<file path="config.mk">
export PLATFORM = sky130hd
export DESIGN_NAME = reg_file_mp
export DESIGN_NICKNAME = d
export VERILOG_FILES = /design/src/rtl/reg_file_mp_pkg.sv /design/src/rtl/reg_file_rd_port.sv /design/src/rtl/reg_file_mp.sv
export SDC_FILE = /design/constraint.sdc
export NUM_CORES = 2
export LEC_CHECK = 0
export BUFFER_PORTS_ARGS = -buffer_cell sky130_fd_sc_hd__buf_2
export CAP_MARGIN = 10
export CORE_ASPECT_RATIO = 0.75
export CORE_MARGIN = 2
export CORE_UTILIZATION = 40
export CTS_CLUSTER_DIAMETER = 60
export DETAILED_ROUTE_END_ITERATION = 8
export GPL_TIMING_DRIVEN = 1
export HOLD_SLACK_MARGIN = 0.1
export SYNTH_ARGS = -nofsm -noshare
export SYNTH_HDL_FRONTEND = slang
export SYNTH_HIERARCHICAL = 1
export SYNTH_SLANG_ARGS = --single-unit
</file>
<file path="constraint.sdc">
create_clock -name Clk -period 2.1 [get_ports Clk]
set_clock_uncertainty 0.2 [all_clocks]
set_input_delay 0.105 -clock Clk [delete_from_list [all_inputs] [get_ports Clk]]
set_output_delay 0.105 -clock Clk [all_outputs]
set_load 0.005 [all_outputs]
</file>
<file path="src/rtl/reg_file_mp_pkg.sv">
// Shared constants for the multi-port datapath register file: default sizing,
// PC placement and architectural register names.
package reg_file_mp_pkg;

  localparam int DEF_DATA_W = 32;
  localparam int DEF_ADDR_W = 4;
  localparam int DEF_PC_IDX = 15;
  localparam int DEF_PC_INC = 4;

  localparam int REG_SP = 13;
  localparam int REG_LR = 14;
  localparam int REG_PC = 15;

endpackage

</file>
<file path="src/rtl/reg_file_rd_port.sv">
// One combinational read port: register select mux with optional forwarding
// of same-cycle write data (port A has priority over port B).
module reg_file_rd_port #(
  parameter int DATA_W = 32,
  parameter int ADDR_W = 4,
  parameter int BYPASS = 1
) (
  input  logic [ADDR_W-1:0] rd_addr_i,
  input  logic [DATA_W-1:0] regs_i [2**ADDR_W],
  input  logic              fwd_en_i,
  input  logic              wr_en_a_i,
  input  logic [ADDR_W-1:0] wr_addr_a_i,
  input  logic [DATA_W-1:0] wr_data_a_i,
  input  logic              wr_en_b_i,
  input  logic [ADDR_W-1:0] wr_addr_b_i,
  input  logic [DATA_W-1:0] wr_data_b_i,
  output logic [DATA_W-1:0] rd_data_o
);

  logic hit_a;
  logic hit_b;

  assign hit_a = (BYPASS != 0) && fwd_en_i && wr_en_a_i && (wr_addr_a_i == rd_addr_i);
  assign hit_b = (BYPASS != 0) && fwd_en_i && wr_en_b_i && (wr_addr_b_i == rd_addr_i);

  always_comb begin
    rd_data_o = regs_i[rd_addr_i];
    if (hit_a) begin
      rd_data_o = wr_data_a_i;
    end else if (hit_b) begin
      rd_data_o = wr_data_b_i;
    end
  end

endmodule

</file>
<file path="src/rtl/reg_file_mp.sv">
// Parametrised register file: NUM_RD read ports, two write ports (A beats B),
// auto-incrementing PC register and a registered same-target write flag.
module reg_file_mp
  import reg_file_mp_pkg::*;
#(
  parameter int DATA_W = DEF_DATA_W,
  parameter int ADDR_W = DEF_ADDR_W,
  parameter int NUM_RD = 3,
  parameter int PC_IDX = DEF_PC_IDX,
  parameter int PC_INC = DEF_PC_INC,
  parameter int BYPASS = 1
) (
  input  logic                     Clk,
  input  logic                     Rst_n,
  input  logic [NUM_RD*ADDR_W-1:0] RdAddr,
  output logic [NUM_RD*DATA_W-1:0] RdData,
  input  logic                     WrEnA,
  input  logic [ADDR_W-1:0]        WrAddrA,
  input  logic [DATA_W-1:0]        WrDataA,
  input  logic                     WrEnB,
  input  logic [ADDR_W-1:0]        WrAddrB,
  input  logic [DATA_W-1:0]        WrDataB,
  input  logic                     PcInc,
  output logic [DATA_W-1:0]        PcOut,
  output logic                     WrConflict
);

  localparam int DEPTH = 2**ADDR_W;
  localparam logic [ADDR_W-1:0] PC_SEL = ADDR_W'(PC_IDX);

  logic [DATA_W-1:0] regs_q [DEPTH];
  logic [DATA_W-1:0] regs_d [DEPTH];
  logic              conflict_q;
  logic              conflict_d;

  // Per-register next state; the priority chain also yields the PC ordering
  // (A write, then B write, then increment, then hold).
  for (genvar gi = 0; gi < DEPTH; gi++) begin : g_next
    localparam bit IS_PC = (gi == PC_IDX);
    logic sel_a;
    logic sel_b;
    assign sel_a = WrEnA && (WrAddrA == ADDR_W'(gi));
    assign sel_b = WrEnB && (WrAddrB == ADDR_W'(gi));
    assign regs_d[gi] = sel_a            ? WrDataA :
                        sel_b            ? WrDataB :
                        (IS_PC && PcInc) ? regs_q[gi] + DATA_W'(PC_INC) :
                                           regs_q[gi];
  end

  assign conflict_d = WrEnA && WrEnB && (WrAddrA == WrAddrB);

  always_ff @(posedge Clk) begin
    if (!Rst_n) begin
      for (int i = 0; i < DEPTH; i++) begin
        regs_q[i] <= '0;
      end
      conflict_q <= 1'b0;
    end else begin
      for (int i = 0; i < DEPTH; i++) begin
        regs_q[i] <= regs_d[i];
      end
      conflict_q <= conflict_d;
    end
  end

  for (genvar gi = 0; gi < NUM_RD; gi++) begin : g_rd
    reg_file_rd_port #(
      .DATA_W(DATA_W),
      .ADDR_W(ADDR_W),
      .BYPASS(BYPASS)
    ) u_rd (
      .rd_addr_i  (RdAddr[gi*ADDR_W +: ADDR_W]),
      .regs_i     (regs_q),
      .fwd_en_i   (Rst_n),
      .wr_en_a_i  (WrEnA),
      .wr_addr_a_i(WrAddrA),
      .wr_data_a_i(WrDataA),
      .wr_en_b_i  (WrEnB),
      .wr_addr_b_i(WrAddrB),
      .wr_data_b_i(WrDataB),
      .rd_data_o  (RdData[gi*DATA_W +: DATA_W])
    );
  end

  assign PcOut      = regs_q[PC_SEL];
  assign WrConflict = conflict_q;

endmodule

</file>
# Word-level counts from Yosys, hierarchy flattened
# Index checks and enable logic that the tools add are counted.
# word_totals
output_inout_bits,129
mem_bits_rw,0
in_bits,89
latch_bits,0
elab_cells,169
ff_bits,513
n_memories,0
mem_bits_ro,0
# op_classes
addsub,1
n_mux,48
mul,0
order_cmp,3
reduce_logical,60
n_shift,0
eq_ne,37
div_mod_pow,0
bitwise,3
# op_table
cell,n
32-bit 2-to-1 mux,45
32-bit binary-select mux with 4-bit select,3
4-bit == test (second input constant),16
1-bit logical AND,42
32-bit by 3-bit adder with 32-bit output (second input constant),1
4-bit by 3-bit == test with 1-bit output (second input constant),8
2-bit nonzero test,15
4-bit == test,7
4-bit by 2-bit == test with 1-bit output (second input constant),4
5-bit greater-or-equal comparator (second input constant),3
4-bit inverter with 5-bit output,3
4-bit by 1-bit == test with 1-bit output (second input constant),2
4-bit zero test,2
3-bit nonzero test,1

# Depth between registers and ports, before layout
# depth
ltp_word,6
ltp_mapped,9

# Hierarchy
# The synthesis kept the hierarchy.
# by_module_without_submodules
mod,cells_per_inst,n_inst,area_each_um2
reg_file_mp,2591,1,23751.5
reg_file_rd_port,433,3,4874.7

# Least setup slack after synthesis
# Ideal clock, no wire load.
# synth_path
path_type,register to register
from,"register regs_q, in the netlist PcOut[6]"
to,"register regs_q, in the netlist PcOut[23]"
path_buffers,0
t_arrival_ns,1.672
required_ns,1.772
slack_ns,0.101
setup_time_ns,0.128
path_stages_with_launch,7
synth_period_minus_slack_ns,1.999
cell_sequence,dfxtp_1 nand4_1 nor3b_4 nand3_1 xnor2_1 a222oi_1 nor2_1
# synth_between
elab_chain_cells,4
# synth_rtl
item,line,rtl
"start, declared",reg_file_mp.sv:31,logic [DATA_W-1:0] regs_q [DEPTH];
"start signal, assigned by index",reg_file_mp.sv:60,regs_q[i] <= regs_d[i];
32-bit by 3-bit adder with 32-bit output,reg_file_mp.sv:46,(IS_PC && PcInc) ? regs_q[gi] + DATA_W'(PC_INC) :
32-bit 2-to-1 mux,reg_file_mp.sv:46,
32-bit 2-to-1 mux,reg_file_mp.sv:45,sel_b ? WrDataB :
32-bit 2-to-1 mux,reg_file_mp.sv:44,assign regs_d[gi] = sel_a ? WrDataA :
# No other way between the ends. The select of a mux whose other input is x is not followed.
# A chain may end at the register's enable or synchronous reset.

# Worst setup path in the final report
# layout_path
from,"register regs_q, in the netlist PcOut[3]"
to,output RdData[35]
# layout_between
elab_chain_cells,5
# layout_rtl
item,line,rtl
32-bit binary-select mux with 4-bit select,reg_file_rd_port.sv:27,rd_data_o = regs_i[rd_addr_i];
32-bit 2-to-1 mux (implied by the code) (2 in series),reg_file_rd_port.sv:27,
32-bit 2-to-1 mux,reg_file_rd_port.sv:30,end else if (hit_b) begin
32-bit 2-to-1 mux,reg_file_rd_port.sv:28,if (hit_a) begin
"end, declared",reg_file_mp.sv:16,"output logic [NUM_RD*DATA_W-1:0] RdData,"
# No other way between the ends. The select of a mux whose other input is x is not followed.

==> summary.json <==
{
  "worst_setup_path": {
    "critPathRequiredTime_ns": 1.79,
    "terminus_of_the_critical_flop_to_flop_path": "PcOut[30]",
    "kind_of_critical_path": "reg -> out",
    "timing.rr.start": "PcOut[2]",
    "slowest_delay_ns": 0.46,
    "cp.arrival_ns": 2.52,
    "crit_fanout": 3,
    "count_of_cells_along_the_worst_register_to_register_path": 10,
    "type_of_origin_of_the_critical_path": "flip-flop",
    "crit_path_cells": "buf_6 -> mux4_2 -> mux2_4 -> nand2_2 -> nand4_1 -> o221a_2 -> buf_2",
    "endpoint_kind": "output pin",
    "slowest_stage_cell_on_the_critical_path": "sky130_fd_sc_hd__mux4_2",
    "ff2ff_setup_slack_ns": 0.02
  },
  "synthesis": {
    "yosys.area_share.simple_pct": 10.0,
    "syn_area_per_cell_um2": 9.87,
    "ys_async_sr_fraction_pct": 0,
    "synth.cell_area_um2": 38400,
    "main_combinational_cell_family_by_area_after_synthesis": "multiplexers",
    "synthAdderAreaFrac_pct": 0.0326,
    "yosysWarningCount": 6,
    "synth_cell_types": 55,
    "syn-num-nets": 3980,
    "ys_seq_area_share_pct": 26.8,
    "synth_ff_type": "sky130_fd_sc_hd__dfxtp_1",
    "synthXorXnorAreaFrac_pct": 1.26,
    "netlist_instances": 3890,
    "post_synth_mux_area_share_pct": 37.8,
    "synth_compound_gate_area_share_pct": 16.9,
    "ys_seq_elements": 513,
    "number_of_enable_type_register_cells_in_the_synthesized_netlist": 0
  },
  "route": {
    "remaining_drc_errors": 0,
    "met2_length_um": 68700,
    "route.detailed.wl_per_inst_um": 31.3,
    "totalWireLength_um": 172000,
    "ant_nets": 0,
    "route.vias.total": 37600,
    "wirelength_met1_um": 70700,
    "met3_wirelength_um": 25100,
    "avgViaCountPerCell": 6.84,
    "iteration_0_drc_count_of_the_detailed_router": 5683,
    "firstDrtPassIters": 6,
    "dr.max_layer_used": "met4"
  },
  "timing": {
    "postLayoutSetupSlackWorst_ns": -0.729,
    "finalWorstPathRequiredPeriod_ns": 2.83,
    "relative_slew_margins_pct": 59.1,
    "worst_hold_slack_ns": 0.127,
    "setup_total_negative_slack_ns": -48.87,
    "number_of_max_slew_violations_in_the_final_report": 0,
    "period_utilisation_layout_pct": 135,
    "finalHoldViolations": 0,
    "setup-violations-final": 96,
    "rsz0062_at_grt": "true",
    "fmax_achieved_mhz": 354,
    "worst_slew_pin_slew_ns": 0.613
  },
  "global_routing": {
    "global_route_wire_length_before_repair_um": 246000,
    "grt_max_degree": 82,
    "overflow": 0,
    "antenna_violations_before_repair": 1,
    "first_global_vias": 34800,
    "overall_track_demand_over_capacity_in_global_routing_pct": 33.3
  },
  "clock_tree": {
    "clock_sinks": 513,
    "cts_root_buffer": "sky130_fd_sc_hd__clkbuf_16",
    "insertion_delay_ns": 0.66,
    "cts_made_buffers": 59,
    "cts_max_level": 2,
    "worst_setup_hold_path_clk_slew_ns": 0.06,
    "ctsLongestPathBuffers": 3,
    "tritoncts": "done"
  },
  "floorplan": {
    "initial_core_utilization_pct": 40.3,
    "core_area_um2": 95200,
    "die_w_um": 362,
    "placement_rows": 98,
    "die_y_um": 272,
    "total_die_area_um2": 98500,
    "boundaryPins": 218
  },
  "finish": {
    "multi_input_comb_area_um2": 26100,
    "fin_area_um2": 48200,
    "layout_common_cells": "sky130_fd_sc_hd__mux2i_1 (668), sky130_fd_sc_hd__nor2_1 (506), sky130_fd_sc_hd__a211oi_1 (474)",
    "most_common_cell_after_layout_fill_and_taps_aside": "sky130_fd_sc_hd__mux2i_1",
    "finish.net_count": 4291,
    "insertedDiodeCount": 0,
    "share_of_post_route_cells_with_drive_strength_above_1_pct": 34.8,
    "area_growth_pct": 25.6,
    "filler_cells_inserted": 8420,
    "final-seq-area_um2": 10400
  },
  "hold_path": {
    "whs_path_depth": 5,
    "min_path_type": "in -> reg",
    "min-delay-start": "WrAddrA[1]",
    "min_delay_worst_endpoint": "regs_q[447]"
  },
  "power": {
    "internal_power_w": 0.0188,
    "comb_power_share_pct": 22.2,
    "power_leakage_nw": 19.3,
    "p_seq_share_pct": 38.4,
    "p_switching_w": 0.00833,
    "powerDensity_nw_per_um2": 563,
    "clock_power_share_pct": 39.4,
    "p_sw_share_pct": 30.7,
    "vdd_ir_drop_max_mv": 0.612
  },
  "placement": {
    "place_congestion": 0.964,
    "pre_cts_ws_ns": -0.295,
    "hpwlAfterDp_um": 114000,
    "post_dp_cell_area_um2": 43900,
    "io_buffer_count": 217
  },
  "run": {
    "timing.max_cap.violations": 0
  },
  "status": {
    "failing_checks": "setup timing",
    "status": "finished with violations"
  }
}
==> area by class of cell <==
| cell class | instances | share of cell area, % |
|---|---|---|
| Inverter | 7 | 0.0805 |
| Multi-Input combinational cell | 2835 | 54.2 |
| Clock inverter | 20 | 0.413 |
| Sequential cell | 513 | 21.6 |
| Timing Repair Buffer | 785 | 16.8 |
| Clock buffer | 84 | 3.61 |
| Tap cell | 1250 | 3.24 |
==> repair_timing <==
| item | 4_1_cts | 5_1_grt |
|---|---|---|
| hold buffers | 84 | 5 |
| setup buffers | 36 | 14 |
| endpoints found under the hold margin | 513 | 9 |
| setup endpoints to repair | 112 | 285 |
| resized for setup | 284 | 158 |
| cloned | 0 | 1 |
| pin swaps | 74 | 51 |
==> through the flow <==
stage,utilization [%],total power (W),cells
2_1_floorplan,-,0.0135,3890
3_3_place_gp,46.1,0.0158,5255
3_5_place_dp,46.1,0.0159,5255
4_1_cts,50.0,0.0268,5479
5_1_grt,50.7,0.0277,5494
6_report,50.7,0.0271,5494
==> power groups by stage <==
stage / Clock (W) / Combinational [W] / Sequential (W)
after floorplan: 0 / 0.00300 / 0.0105
after global placement: 0 / 0.00525 / 0.0106
after detailed placement: 0 / 0.00527 / 0.0106
after CTS: 0.0107 / 0.00569 / 0.0104
after global routing: 0.0111 / 0.00618 / 0.0104
final: 0.0107 / 0.00601 / 0.0104
==> layer usage <==
| layer | vias to the layer above | track usage [%] |
|---|---|---|
| met2 | 2992 | 45.7 |
| met5 | - | 0.287 |
| met1 | 18500 | 48.1 |
| met4 | 0 | 12.4 |
| li1 | 15700 | - |
| met3 | 451 | 10.6 |
==> kinds of logic after synthesis <==
logic type,count (synthesis)
xor+xnor,55
simple gates,879
fa+ha+maj,1
compound gates,848
buf+inv,542
mux,1052
flops,513
==> synthesized netlist by cell type, types with 33 or more instances <==
cell,number,area share [%]
sky130_fd_sc_hd__buf_6,33,0.97
sky130_fd_sc_hd__a221oi_1,97,2.2
sky130_fd_sc_hd__mux2i_1,668,17
sky130_fd_sc_hd__buf_2,63,0.82
sky130_fd_sc_hd__dfxtp_1,513,27
sky130_fd_sc_hd__xor2_1,34,0.78
sky130_fd_sc_hd__mux4_2,222,13
sky130_fd_sc_hd__nand2_1,157,1.5
sky130_fd_sc_hd__mux2_2,96,2.8
sky130_fd_sc_hd__o21ai_0,84,1.1
sky130_fd_sc_hd__mux4_1,66,4.5
sky130_fd_sc_hd__buf_4,102,2.0
sky130_fd_sc_hd__nand4_1,115,1.9
sky130_fd_sc_hd__o221a_2,93,2.7
sky130_fd_sc_hd__clkbuf_1,296,2.9
sky130_fd_sc_hd__a211oi_1,474,9.3
sky130_fd_sc_hd__nor2_1,510,5.0
==> state kept, by name, indices dropped and copies added (netlist names) <==
register,cells
regs_q,480
PcOut,32
WrConflict,1
==> worst max-delay path, delay by kind of cell, from the launching register on <==
kind                   cells  cell delay (ns)
DFF                        1             0.33
muxes                      2             0.75
and+or+nand+nor            2             0.30
AOI/OAI and AO/OA          1             0.22
buffers and inverters      2             0.26
==> worst max-delay path by stage <==
stage          slack (ns)  startpoint  cells after the start    endpoint
2_1_floorplan        0.10    PcOut[6]                      6   PcOut[23]
3_3_place_gp        -0.35   RdAddr[1]                      9  RdData[18]
3_5_place_dp        -0.29   RdAddr[1]                      9  RdData[18]
4_1_cts             -0.72    PcOut[3]                      7  RdData[35]
5_1_grt             -0.71    PcOut[3]                      7  RdData[35]
6_report            -0.73    PcOut[3]                      7  RdData[35]
(Power assumes the default switching activity.)
